`src/rtl/tur_sequencer.sv`:
```
// Two-player round controller for the tur scoring datapath: takes one move per
// player per round over valid/ready, scores the pair and keeps running totals.
module tur_sequencer #(
  parameter int ROUNDS    = 8,
  parameter int SCORE_W   = 6,
  parameter int WIN_SCORE = 20
) (
  input  logic               clk,
  input  logic               rst_n,
  input  logic               start,
  input  logic               p1_valid,
  input  logic [1:0]         p1_x,
  input  logic [1:0]         p1_y,
  output logic               p1_ready,
  input  logic               p2_valid,
  input  logic [1:0]         p2_x,
  input  logic [1:0]         p2_y,
  output logic               p2_ready,
  output logic               round_done,
  output logic [2:0]         round_sum,
  output logic               round_bonus,
  output logic [SCORE_W-1:0] score1,
  output logic [SCORE_W-1:0] score2,
  output logic [3:0]         round_cnt,
  output logic               busy,
  output logic               game_over,
  output logic [1:0]         winner,
  output logic [2:0]         state_dbg
);

  localparam logic [2:0] S_IDLE   = 3'd0;
  localparam logic [2:0] S_WAIT_A = 3'd1;
  localparam logic [2:0] S_WAIT_B = 3'd2;
  localparam logic [2:0] S_EVAL   = 3'd3;
  localparam logic [2:0] S_DONE   = 3'd4;

  localparam logic [SCORE_W:0] MAX_V = {1'b0, {SCORE_W{1'b1}}};
  localparam logic [SCORE_W:0] WIN_V = (SCORE_W+1)'(WIN_SCORE);

  // Handshake contract: a player's ready depends only on state and turn order,
  // never on its valid; a move transfers on any rising edge with valid & ready.

  function automatic logic [1:0] pts(input logic [1:0] x, input logic [1:0] y);
    if (x == 2'd0 || y == 2'd0)      return 2'd0;
    else if (x == 2'd2 && y == 2'd2) return 2'd3;
    else if (x == 2'd2 || y == 2'd2) return 2'd2;
    else                             return 2'd1;
  endfunction

  logic [2:0]         state;
  logic [1:0]         m1_x, m1_y, m2_x, m2_y;
  logic               first_p1, in_wait, serve_p1, hs1, hs2;
  logic [1:0]         pa, pb;
  logic [2:0]         sum, add1, add2;
  logic               bonus;
  logic [SCORE_W:0]   t1, t2;
  logic [SCORE_W-1:0] s1_n, s2_n;
  logic [3:0]         cnt_n;
  logic               game_end;
  logic [1:0]         win_n;

  assign first_p1 = ~round_cnt[0];
  assign in_wait  = (state == S_WAIT_A) || (state == S_WAIT_B);
  assign serve_p1 = ((state == S_WAIT_A) && first_p1) || ((state == S_WAIT_B) && !first_p1);
  assign p1_ready = serve_p1;
  assign p2_ready = in_wait && !serve_p1;
  assign hs1      = p1_valid & p1_ready;
  assign hs2      = p2_valid & p2_ready;

  assign busy      = in_wait || (state == S_EVAL);
  assign game_over = (state == S_DONE);
  assign state_dbg = state;

  // Round evaluation from the latched moves; a 3/3 tie earns no extra point.
  assign pa    = pts(m1_x, m1_y);
  assign pb    = pts(m2_x, m2_y);
  assign sum   = {1'b0, pa} + {1'b0, pb};
  assign bonus = (sum >= 3'd5);
  assign add1  = {1'b0, pa} + ((bonus && (pa > pb)) ? 3'd1 : 3'd0);
  assign add2  = {1'b0, pb} + ((bonus && (pb > pa)) ? 3'd1 : 3'd0);
  assign t1    = {1'b0, score1} + (SCORE_W+1)'(add1);
  assign t2    = {1'b0, score2} + (SCORE_W+1)'(add2);
  assign s1_n  = (t1 > MAX_V) ? MAX_V[SCORE_W-1:0] : t1[SCORE_W-1:0];
  assign s2_n  = (t2 > MAX_V) ? MAX_V[SCORE_W-1:0] : t2[SCORE_W-1:0];
  assign cnt_n = round_cnt + 4'd1;

  assign game_end = (cnt_n == 4'(ROUNDS)) ||
                    ({1'b0, s1_n} >= WIN_V) || ({1'b0, s2_n} >= WIN_V);
  assign win_n    = (s1_n > s2_n) ? 2'b01 : (s2_n > s1_n) ? 2'b10 : 2'b11;

  always_ff @(posedge clk or negedge rst_n) begin
    if (!rst_n) begin
      state       <= S_IDLE;
      m1_x        <= 2'd0;
      m1_y        <= 2'd0;
      m2_x        <= 2'd0;
      m2_y        <= 2'd0;
      round_done  <= 1'b0;
      round_sum   <= 3'd0;
      round_bonus <= 1'b0;
      score1      <= '0;
      score2      <= '0;
      round_cnt   <= 4'd0;
      winner      <= 2'b00;
    end else begin
      round_done <= 1'b0;
      if (hs1) begin
        m1_x <= p1_x;
        m1_y <= p1_y;
      end
      if (hs2) begin
        m2_x <= p2_x;
        m2_y <= p2_y;
      end
      case (state)
        S_IDLE, S_DONE: begin
          if (start) begin
            score1      <= '0;
            score2      <= '0;
            round_cnt   <= 4'd0;
            round_sum   <= 3'd0;
            round_bonus <= 1'b0;
            winner      <= 2'b00;
            state       <= S_WAIT_A;
          end
        end
        S_WAIT_A: if (hs1 || hs2) state <= S_WAIT_B;
        S_WAIT_B: if (hs1 || hs2) state <= S_EVAL;
        S_EVAL: begin
          round_sum   <= sum;
          round_bonus <= bonus;
          score1      <= s1_n;
          score2      <= s2_n;
          round_cnt   <= cnt_n;
          round_done  <= 1'b1;
          if (game_end) begin
            winner <= win_n;
            state  <= S_DONE;
          end else begin
            state  <= S_WAIT_A;
          end
        end
        default: state <= S_IDLE;
      endcase
    end
  end

endmodule
```
`config.mk`:
```
export PLATFORM = sky130hd
export DESIGN_NAME = tur_sequencer
export DESIGN_NICKNAME = d
export VERILOG_FILES = /design/src/rtl/tur_sequencer.sv
export SDC_FILE = /design/constraint.sdc
export NUM_CORES = 1
export LEC_CHECK = 0
export CAP_MARGIN = 0
export CORE_ASPECT_RATIO = 0.7
export CORE_MARGIN = 3
export CORE_UTILIZATION = 50
export DETAILED_ROUTE_END_ITERATION = 7
export PLACE_DENSITY = 0.79
export SLEW_MARGIN = 20
export SYNTH_ARGS = -nofsm -noshare
export SYNTH_HDL_FRONTEND = slang
export SYNTH_SLANG_ARGS = --single-unit
```
`constraint.sdc`:
```
create_clock -name clk -period 6.02 [get_ports clk]
set_clock_uncertainty 0.1 [all_clocks]
set_input_delay 0.903 -clock clk [delete_from_list [all_inputs] [get_ports clk]]
set_output_delay 0.903 -clock clk [all_outputs]
set_load 0.03 [all_outputs]
```
==> key figures, run 1 <==
Synth
  – Syn Std Cell Area: 2110 um2
  – Largest area contributor in the netlist: dfrtp_1
  – Post-synth ARST share: 1.00
  – Post-synth EDFFs: 0
  – Top cell type's share of synthesized area: 0.403
  – Sequential fraction of the synthesis area: 0.403
  – Syn_area_per_cell: 9.96 um2
  – Seq cells post-synth: 34
  – Top cells by area, synth: dfrtp_1 40%, ha_1 9.5%, mux2_2 5.9%
  – Post-synthesis cell count: 212
  – Syn_nets: 246
  – Predominant post-synthesis flop cell: dfrtp_1
  – Yosys cell types: 44
  – Synth warn: 0

Final layout
  – Final Cell Area: 2670 um2
  – Area grow syn2layout: 26.7%
  – Most frequent cells in the layout: 42 x clkdlybuf4s50_1, 34 x dfrtp_1, 21 x nor2_1, 21 x nand2_1, 17 x o21ai_0
  – Multi-input gate area: 1210 um2
  – # diodes: 0
  – Register area: 851 um2
  – Commonest non-fill, non-tap cell in the layout: clkdlybuf4s50_1
  – Final core utilization: 0.669
  – Fill cells: 332
  – Nets: 292
  – Share of layout cells above drive strength 1: 0.121

Timing
  – RSZ-0062 raised after global routing: false
  – Fin. Hold Viols: 0
  – Setup Total Neg Slack: 0 ns
  – Worst hold margin: 0.391 ns
  – Final setup viols: 0
  – F_max: 197 MHz
  – Worst Tran Pin Value: 0.537 ns
  – Period utilisation layout: 0.845
  – Fin crit period: 5.09 ns
  – Final worst slack: 0.935 ns
  – Slew HR: 0.642
  – Fin. max-slew vios: 0

Detailed routing
  – ANT nets after route: 0
  – DR WL/cell: 14.9 um
  – DR pass1 iterations: 4
  – Post-Route WL: 4610 um
  – Vias per inst: 5.55
  – Post-route DRC: 0
  – Vias: 1714
  – Initial drt markers: 76

Global route
  – Initial antenna violation count: 0
  – Overall routing resource usage: 0.194
  – Total congestion overflow: 0
  – Vias in the first global route: 1577
  – Largest net degree at the start of global routing: 35
  – First-pass GRT wire length: 7600 um

Pwr
  – Leakage: 1.20 nW
  – Combinational group share of total power: 0.612
  – Sequential power share: 0.268
  – Pwr dens: 506 nW/um2
  – Power share of the clock group: 0.121
  – Net Sw Power: 621 uW
  – Peak supply drop: 333 uV
  – P_int: 732 uW
  – Sw Share: 0.459

CTS
  – CTS root buf: clkbuf_8
  – CTS buffer count: 5
  – Clock slew seen by the registers of the worst setup and hold paths: 0.06 ns
  – CTS Buffer Depth: 2
  – # Post-CTS Setup Buffers: 0
  – H-tree depth: 2
  – CTS tree: done
  – Clock Sinks: 34
  – Latest clock arrival within the worst-skew pair: 0.28 ns
  – Cts-stage hold buffer count: 0
  – Post-CTS sizing: 0

Floorplan
  – Die W: 83.7 um
  – I/O pin cnt: 43
  – DIE HEIGHT: 60.4 um
  – # rows: 19
  – Core box area: 3990 um2
  – Initial core utilization: 0.529
  – Die area: 5050 um2

Critical path
  – Buffers & Inverters on Critical Path: 1
  – Critical path's top delay family: adder cells
  – Startpoint Class: flop
  – Critical path data required time: 6.14 ns
  – Critical path class: reg -> reg
  – Slowest CP cell: fa_1
  – Worst Path Arrival: 5.21 ns
  – Crit-path max FO: 5
  – Crit-path cells: nand2b_1 -> ha_1 -> or2_2 -> inv_1 -> ha_1 -> fa_1 -> nand3_1 -> o21ai_0 -> and2_1 -> fa_1 -> fa_1 -> nand2_1 -> nor2_1 -> or3_1 -> ha_1 -> a21o_1 -> a21o_1 -> a211oi_1 -> o21a_1 -> a22o_1
  – Crit. End Element: flop
  – CP peak stage delay: 0.49 ns

Placed design
  – PortBufs: 42
  – Post-DP Area: 2590 um2
  – Gp weighted congestion: 0.851
  – Placement Setup Slack: 0.974 ns
  – Post-DP HPWL: 3460 um

Status
  – Outcome: completed

Min path
  – Tightest Hold Check Type: reg -> reg

Job
  – Number of max-cap violations: 0
[worst register-to-register path, delay by kind of cell (launching register included)]
kind / cells / cell delay [ns]
buf+inv: 1 / 0.10
simple gates: 7 / 1.29
compound gates: 6 / 1.06
fa+ha+maj: 6 / 2.10
flops: 1 / 0.38
[final timing paths]
| path | slack (ns) | endpoint | cells after the start | startpoint |
|---|---|---|---|---|
| setup / recovery | 0.93 | winner[0]$_DFFE_PN0P_ | 20 | m2_x[0]$_DFFE_PN0P_ |
| hold / removal | 0.39 | round_bonus$_DFFE_PN0P_ | 2 | round_bonus$_DFFE_PN0P_ |
| setup reg to reg | 0.93 | winner[0]$_DFFE_PN0P_ | 20 | m2_x[0]$_DFFE_PN0P_ |
| hold reg to reg | 0.39 | round_bonus$_DFFE_PN0P_ | 2 | round_bonus$_DFFE_PN0P_ |
| max in group asynchronous | 4.58 | state_dbg[2]$_DFFE_PN0P_ | 2 | rst_n |
| min in group asynchronous | 0.94 | m1_x[1]$_DFFE_PN0P_ | 2 | rst_n |
[power by group through the flow]
stage	Sequential, mW	Combinational (mW)	Clock (mW)
final	0.362	0.828	0.163
after detailed placement	0.367	0.827	0
after CTS	0.363	0.833	0.167
after global routing	0.372	0.937	0.177
after floorplan	0.416	0.519	0
after global placement	0.364	0.797	0
[state kept, by name, summed over array words and instances (netlist names)]
| signal | count |
|---|---|
| m2_y | 2 |
| m1_y | 2 |
| score1 | 6 |
| round_done | 1 |
| round_sum | 3 |
| round_cnt | 4 |
| round_bonus | 1 |
| m2_x | 2 |
| winner | 2 |
| m1_x | 2 |
| state_dbg | 3 |
| score2 | 6 |
[cell usage after synthesis (3+ instances only)]
cell,number
nor2b_1,3
and2_1,3
fa_1,5
a22o_1,10
a21oi_1,6
clkbuf_1,3
nor3_1,3
nand3_1,5
nand2b_1,5
a21o_1,3
or2_2,5
dfrtp_1,34
nand2_1,21
nor2_1,21
mux2i_1,3
mux2_2,11
inv_1,8
ha_1,16
o21ai_0,17
[logic make-up (layout without fill, tap and decap cells)]
kind of cell | after synthesis | count (layout) | share of synthesized area
fa+ha+maj | 21 | 21 | 0.142
xor+xnor | 1 | 1 | 0.00415
mux | 14 | 14 | 0.0729
compound gates | 52 | 52 | 0.168
buf+inv | 13 | 58 | 0.0237
simple gates | 77 | 77 | 0.186
flops | 34 | 34 | 0.403
[final cells by class]
cell class | count | area share
Sequential cell | 34 | 0.318
Clock buffer | 6 | 0.0309
Timing Repair Buffer | 44 | 0.163
Tap cell | 52 | 0.0243
Inverter | 8 | 0.0112
Multi-Input combinational cell | 165 | 0.453
[stage by stage]
stage | power [mW] | cells
4_1_cts | 1.36 | 309
5_1_grt | 1.49 | 309
2_1_floorplan | 0.935 | 212
3_3_place_gp | 1.16 | 303
6_report | 1.35 | 309
3_5_place_dp | 1.19 | 303
[routing by layer]
layer	vias up	part of all wire	track usage	wire (um)
met3	9	0.062	0.0488	284
li1	845	-	-	-
met1	801	0.51	0.287	2360
met5	-	0	0	0
met4	0	0.011	0.0550	53
met2	59	0.42	0.287	1920
(Power assumes the default switching activity.)
==> run 2: changes to the inputs <==
--- a/config.mk
+++ b/config.mk
@@ -8,9 +8,9 @@
 export CAP_MARGIN = 0
 export CORE_ASPECT_RATIO = 0.7
 export CORE_MARGIN = 3
-export CORE_UTILIZATION = 50
+export CORE_UTILIZATION = 46
 export DETAILED_ROUTE_END_ITERATION = 7
-export PLACE_DENSITY = 0.79
+export PLACE_DENSITY = 0.77
 export SLEW_MARGIN = 20
 export SYNTH_ARGS = -nofsm -noshare
 export SYNTH_HDL_FRONTEND = slang
==> constraint.sdc (replaced) <==
create_clock -name clk -period 4.4 [get_ports clk]
set_clock_uncertainty 0.1 [all_clocks]
set_input_delay 0.66 -clock clk [delete_from_list [all_inputs] [get_ports clk]]
set_output_delay 0.66 -clock clk [all_outputs]
set_load 0.03 [all_outputs]
==> key figures, run 2 (synthesis results as in run 1) <==
Status
  – Outcome: complete, but fails checks
  – Failing checks: negative setup slack

CTS
  – CTS root buf: clkbuf_8
  – Latest clock arrival within the worst-skew pair: 0.29 ns
  – Clock Sinks: 34
  – Clock slew seen by the registers of the worst setup and hold paths: 0.07 ns
  – CTS Buffer Depth: 2
  – H-tree depth: 2
  – CTS buffer count: 5
  – Cts-stage hold buffer count: 0
  – CTS tree: done

Detailed routing
  – Vias per inst: 5.50
  – Post-route DRC: 0
  – DR WL/cell: 16.3 um
  – DR pass1 iterations: 4
  – ANT nets after route: 0
  – Initial drt markers: 108
  – Vias: 1842
  – Post-Route WL: 5470 um

Timing
  – Fin crit period: 4.41 ns
  – Slew HR: 0.648
  – Fin. max-slew vios: 0
  – Final setup viols: 1
  – Worst hold margin: 0.386 ns
  – RSZ-0062 raised after global routing: true
  – Final worst slack: -0.00963 ns
  – Worst Tran Pin Value: 0.528 ns
  – Period utilisation layout: 1.00
  – F_max: 227 MHz
  – Fin. Hold Viols: 0
  – Setup Total Neg Slack: -0.00963 ns

Critical path
  – Startpoint Class: flop
  – Worst Path Arrival: 4.49 ns
  – Crit-path max FO: 4
  – Slowest CP cell: fa_2
  – Critical path class: reg -> reg
  – Critical path data required time: 4.48 ns
  – CP peak stage delay: 0.45 ns
  – Cells on worst reg2reg path: 20
  – Crit-path cells: nand2b_4 -> ha_4 -> or2_4 -> inv_4 -> ha_4 -> fa_2 -> nand3_2 -> o21ai_2 -> and2_4 -> fa_2 -> fa_2 -> buf_4 -> nand2b_1 -> mux2_4 -> ha_4 -> nand4_1 -> nor2_2 -> a211oi_2 -> o21a_1 -> a22o_1
  – Crit. End Element: flop

Global route
  – Overall routing resource usage: 0.208
  – Vias in the first global route: 1806
  – Largest net degree at the start of global routing: 35
  – GRT met1 Usage: 0.305
  – GRT busiest layer: met1
  – First-pass GRT wire length: 8960 um
  – Initial antenna violation count: 0
  – Total congestion overflow: 0
  – Met2 usage: 0.297
  – M3 GR Usage: 0.0593

Final layout
  – Leading registers by flop count: score1 x6, score2 x6, round_cnt x4
  – Most frequent cells in the layout: 42 x clkdlybuf4s50_1, 34 x dfrtp_1, 26 x buf_4
  – Commonest non-fill, non-tap cell in the layout: clkdlybuf4s50_1
  – Share of layout cells above drive strength 1: 0.311
  – # diodes: 0
  – Nets: 316
  – Area grow syn2layout: 44.4%

Floorplan
  – I/O pin cnt: 43
  – # rows: 19
  – DIE HEIGHT: 62.7 um
  – Initial core utilization: 0.507
  – Die area: 5450 um2
  – Core box area: 4160 um2
  – Die W: 87.0 um

Placed design
  – PortBufs: 42
  – Gp weighted congestion: 0.974
  – Post-DP HPWL: 3720 um

Min path
  – Hold path cells: 2
  – Tightest Hold Check Type: reg -> reg

Pwr
  – Pwr dens: 778 nW/um2
  – Peak supply drop: 621 uV
  – Leakage: 1.33 nW

Job
  – Number of max-cap violations: 0
[run 2: cell count changes in the layout (fill, tap and decap cells not counted), sizes merged]
cell	change
clkbuf	+1
clkinv	+1
buf	+24
[run 2: per-layer routing]
layer	vias to the layer above	part of all wire
met5	-	0
met2	58	0.45
met1	884	0.48
li1	896	-
met4	0	0.0053
met3	4	0.066
[run 2: worst max-delay path, delay by kind of cell (launching register included)]
kind / cells / cell delay [ns]
adder cells (fa/ha/maj): 6 / 1.83
AND/OR/NAND/NOR: 7 / 1.02
AO/OA/AOI/OAI: 4 / 0.47
flip-flops: 1 / 0.38
multiplexers: 1 / 0.28
buffers and inverters: 2 / 0.23
[run 2: final cells by class]
| type | instances | area (um2) |
|---|---|---|
| multi-input cells | 165 | 1390 |
| fillers | 310 | 1110 |
| flip-flops and latches | 34 | 851 |
| repair buffers | 68 | 616 |
| clock buffers | 7 | 86.3 |
| well taps | 52 | 65.1 |
| inverters | 8 | 32.5 |
| clock inverters | 1 | 5.00 |
[run 2: power by group]
part	internal [mW]	switching, mW
registers	0.401	0.103
clock network	0.126	0.118
logic	0.789	0.834
[run 2: worst paths after layout]
| path | from | end | slack (ns) |
|---|---|---|---|
| worst min register to register | round_bonus$_DFFE_PN0P_ | round_bonus$_DFFE_PN0P_ | 0.39 |
| min in group asynchronous | rst_n | m1_x[0]$_DFFE_PN0P_ | 0.68 |
| worst max-delay path | m2_y[0]$_DFFE_PN0P_ | winner[0]$_DFFE_PN0P_ | -0.01 |
| worst max register to register | m2_y[0]$_DFFE_PN0P_ | winner[0]$_DFFE_PN0P_ | -0.01 |
| worst min-delay path | round_bonus$_DFFE_PN0P_ | round_bonus$_DFFE_PN0P_ | 0.39 |
| max in group asynchronous | rst_n | round_cnt[1]$_DFFE_PN0P_ | 3.19 |
[run 2: metrics by stage]
step	instances	total power, mW	utilization	setup WS [ns]	cell area [um2]
after floorplan	212	1.33	-	0.00625	2140
after global routing	335	2.56	0.733	-0.160	3050
final	335	2.37	0.733	-0.00963	3050
after CTS	334	2.22	0.708	-0.0760	2940
after detailed placement	321	1.79	0.662	-0.302	2750
after global placement	321	1.75	0.662	-0.193	2750
[run 2: what timing repair did]
action                                  CTS  global route
endpoints found under the hold margin     0             0
endpoints found under the setup margin    4             4
resized for setup                        14            18
pin swaps                                16             9
buffers inserted                          5             1
==> patch 1 (settings of run 2) <==
Change the parameter `WIN_SCORE` from 20 to 16.
--- a/src/rtl/tur_sequencer.sv
+++ b/src/rtl/tur_sequencer.sv
@@ -3,7 +3,7 @@
 module tur_sequencer #(
   parameter int ROUNDS    = 8,
   parameter int SCORE_W   = 6,
-  parameter int WIN_SCORE = 20
+  parameter int WIN_SCORE = 16
 ) (
   input  logic               clk,
   input  logic               rst_n,
Formal check against the unedited RTL: same outputs for any inputs over 10 cycles, from zero or initial values and one cycle with rst_n low; that may be too few to reach the edited logic, so the function may still have changed.
==> patch 1 against run 2 <==
- critical path depth unchanged
- final area down 7.8%
- sequential power up 4.8%
- sequential cell count unchanged
- worst setup slack better by 230 ps
- total power down 10%
- area after synthesis up 3.2%
- critical path type unchanged
- die area up 2.9%
- synthesized cell count up 3.8%
- critical endpoint is now winner[1]
- wire length down 8.1%
- maximum frequency up 5.5%
==> patch 1: results (changes against run 2) <==
- Final setup TNS: 0 ps (+9.63 ps)
- Initial DRC Count: 84 (-22%)
- Worst Hold Path EP: round_sum[2]
- Share of cells above drive strength 1: 16.7% (-14 points)
- Post-synthesis cell type count: 53 (+20%)
- Final nets: 292 (-7.6%)
- Yosys top cell area share: 39.1% (-1.3 points)
- Tcrit/Tclk final: 95.0% (-5.2 points)
- Total track usage: 18.8% (-2.0 points)
- Vias: 1743 (-5.4%)
- Worst Path Arrival: 4240 ps (-250 ps)
- Syn Nets: 249 (+1.2%)
- Post-CTS setup buffers: 0 (-5)
- Status: complete, no violations
- Commonest cells post-synth: dfrtp_1, nand2_1, nor2_1
- Detailed placer's ending HPWL: 3650 um (-1.9%)
- Slew headroom: 37.5% (-27 points)
- Clk Latency, worst-skew pair: 290 ps (about the same)
- Pre-CTS setup slack: -19.2 ps (+283 ps)
- Reg2reg start: m2_x[1]
- Crit path capture: winner[1]
- Vias in the first global route: 1637 (-9.4%)
- Synth area leaders: dfrtp_1, ha_1, mux2_2, nand2_1, o21ai_0
- Register area share after synthesis: 39.1% (-1.3 points)
- Hold_ws: 384 ps (-1.35 ps)
- PostCTS Resize Cnt: 3 (-11)
- Worst Path Max Fanout: 5 (+1)
- Max IR drop VDD: 0.385 mV (-38%)
[patch 1: cell types whose count changed after synthesis, sizes merged, moves of 3 or more]
cell,delta
a22o,-3
clkbuf,+5
fa,-3
maj3,+3
nand2,+3
nand3,-3
nor2,-5
o21ai,+3
xnor2,+8
[patch 1: area by class of cell]
cell class	instances	area, um2
Fill cell	391	1650
Multi-Input combinational cell	170	1330
Sequential cell	34	851
Timing Repair Buffer	45	443
Clock buffer	7	86.3
Tap cell	55	68.8
Inverter	7	26.3
Clock inverter	1	5.00
[patch 1: layer usage]
metal,up-vias,wire length (um),GRT usage [%]
met1,826,2600,28.6
met4,0,38,4.53
met2,39,2120,25.1
met3,5,264,6.41
met5,-,0,0
li1,873,-,-
[patch 1: cells by family after synthesis]
| group | Yosys count | synth area share (%) |
|---|---|---|
| and+or+nand+nor | 77 | 19.2 |
| AOI/OAI and AO/OA | 49 | 16.0 |
| muxes | 15 | 7.47 |
| DFF | 34 | 39.1 |
| xor gates and xnor gates | 10 | 4.02 |
| buffers and inverters | 16 | 2.81 |
| adders and majority gates | 19 | 11.4 |
[patch 1: critical path: stages, from the launching register on]
cell and delay [ps]:
dfrtp_1 420, or2b_1 250, ha_1 270, nand2b_1 160
inv_1 90, ha_1 190, ha_4 220, nor2b_2 130
a21oi_1 60, fa_2 350, ha_1 220, nand3_1 100
o21ai_2 90, and3_4 220, nor2_2 160, ha_1 270
a21oi_1 140, maj3_1 210, nor2b_2 60, nor3_1 230
mux2i_1 110
[patch 1: power breakdown]
group	switching, uW	leakage (uW)	internal, uW
sequential	124	0.000449	404
combinational	745	0.000688	614
clock	116	0.0000482	126
total	985	0.00118	1140
[patch 1: through the flow]
step	instance area, um2	instances
after floorplan	2180	220
after global placement	2650	310
after detailed placement	2650	310
after CTS	2750	318
after global routing	2810	319
final	2810	319
==> patch 2 (settings of run 2) <==
Made on the original files. Put one more register stage on the output `round_cnt`, with the module's reset. The value now appears one clock later. The other outputs are not delayed to match.
--- a/src/rtl/tur_sequencer.sv
+++ b/src/rtl/tur_sequencer.sv
@@ -37,6 +37,8 @@
   localparam logic [SCORE_W:0] MAX_V = {1'b0, {SCORE_W{1'b1}}};
   localparam logic [SCORE_W:0] WIN_V = (SCORE_W+1)'(WIN_SCORE);
 
+  logic [3:0] round_cnt_s0;
+
   // Handshake contract: a player's ready depends only on state and turn order,
   // never on its valid; a move transfers on any rising edge with valid & ready.
 
@@ -59,7 +61,7 @@
   logic               game_end;
   logic [1:0]         win_n;
 
-  assign first_p1 = ~round_cnt[0];
+  assign first_p1 = ~round_cnt_s0[0];
   assign in_wait  = (state == S_WAIT_A) || (state == S_WAIT_B);
   assign serve_p1 = ((state == S_WAIT_A) && first_p1) || ((state == S_WAIT_B) && !first_p1);
   assign p1_ready = serve_p1;
@@ -82,7 +84,7 @@
   assign t2    = {1'b0, score2} + (SCORE_W+1)'(add2);
   assign s1_n  = (t1 > MAX_V) ? MAX_V[SCORE_W-1:0] : t1[SCORE_W-1:0];
   assign s2_n  = (t2 > MAX_V) ? MAX_V[SCORE_W-1:0] : t2[SCORE_W-1:0];
-  assign cnt_n = round_cnt + 4'd1;
+  assign cnt_n = round_cnt_s0 + 4'd1;
 
   assign game_end = (cnt_n == 4'(ROUNDS)) ||
                     ({1'b0, s1_n} >= WIN_V) || ({1'b0, s2_n} >= WIN_V);
@@ -100,7 +102,7 @@
       round_bonus <= 1'b0;
       score1      <= '0;
       score2      <= '0;
-      round_cnt   <= 4'd0;
+      round_cnt_s0 <= 4'd0;
       winner      <= 2'b00;
     end else begin
       round_done <= 1'b0;
@@ -117,7 +119,7 @@
           if (start) begin
             score1      <= '0;
             score2      <= '0;
-            round_cnt   <= 4'd0;
+            round_cnt_s0 <= 4'd0;
             round_sum   <= 3'd0;
             round_bonus <= 1'b0;
             winner      <= 2'b00;
@@ -131,7 +133,7 @@
           round_bonus <= bonus;
           score1      <= s1_n;
           score2      <= s2_n;
-          round_cnt   <= cnt_n;
+          round_cnt_s0 <= cnt_n;
           round_done  <= 1'b1;
           if (game_end) begin
             winner <= win_n;
@@ -145,4 +147,12 @@
     end
   end
 
+  always_ff @(posedge clk or negedge rst_n) begin
+    if (!rst_n) begin
+      round_cnt <= '0;
+    end else begin
+      round_cnt <= round_cnt_s0;
+    end
+  end
+
 endmodule
Behaviour: not the same (a bounded check fails within 10 cycles, from zero or initial values and one cycle with rst_n low).
==> patch 2 against run 2 <==
- sequential cell count rose by 4
- critical path depth fell by 3
- total power rose by 12%
- count of clock-buffer cells in the layout fell by 2
- worst setup slack improved by 17 ps
- clock power fell by 5%
- final area rose by 1.6%
- area after synthesis rose by 5.2%
- wire length fell by 2.6%
- largest power group unchanged
==> patch 2: results (changes against run 2) <==
- Pre-CTS setup slack: -143 ps (+159 ps)
- Worst R2R End: winner[1]
- Initial DRC Count: 119 (+10%)
- Commonest cells post-synth: dfrtp_1, nand2_1, nor2_1, o21ai_0, ha_1
- Worst Path Arrival: 4480 ps (about the same)
- Comb. pwr: 1810 uW (+12%)
- Tightest Pin Transition: 835 ps (+307 ps)
- Hold_ws: 367 ps (-18.3 ps)
- Routed length on met2: 2310 um (-5.8%)
- Largest net degree at the start of global routing: 39 (+11%)
- Synth Area in Compound Gates: 17.5% (+0.64 points)
- Worst Hold Class: input pin to async pin
- Drt via density: 5.46 (-0.63%)
- Status: complete, no violations
- GP Congestion: 0.909 (-6.7%)
- Psw: 1190 uW (+12%)
- Syn Nets: 254 (+3.3%)
- Register area share after synthesis: 42.8% (+2.5 points)
- Post-synthesis xor/xnor area fraction: 0.395% (-0.020 points)
- Placed cells: 332 (+3.4%)
- Leak Pwr: 0.00140 uW (+5.1%)
- Worst Path Max Fanout: 3 (-1)
- F_max: 228 MHz (+0.40%)
- Post-Synth Adder-Cell Area: 13.5% (-0.70 points)
- Post-synthesis cell type count: 43 (-2.3%)
- Comb pwr share: 67.9% (-0.6 points)
==> patch 2: per-layer routing <==
layer,up-vias,track usage [%]
met1,906,29.9
met4,0,3.35
li1,926,-
met5,-,0
met2,59,29.7
met3,5,3.99
==> patch 2: timing repair <==
| action | in CTS | in global routing |
|---|---|---|
| gates resized for setup | 13 | 7 |
| pin swaps | 11 | 8 |
| setup buffers | 5 | 3 |
| cloned | 0 | 0 |
| setup endpoints to repair | 3 | 4 |
==> patch 2: logic make-up after synthesis <==
group,Yosys count
muxes,11
AOI/OAI and AO/OA,57
buffers and inverters,13
adders and majority gates,21
DFF,38
xor gates and xnor gates,1
and+or+nand+nor,79
==> patch 2: final cells by class <==
type	count	area, um2
clock buffers	5	68.8
clock inverters	2	10.0
fillers	337	1410
inverters	8	32.5
multi-input cells	169	1340
flip-flops and latches	38	951
well taps	55	68.8
repair buffers	70	626
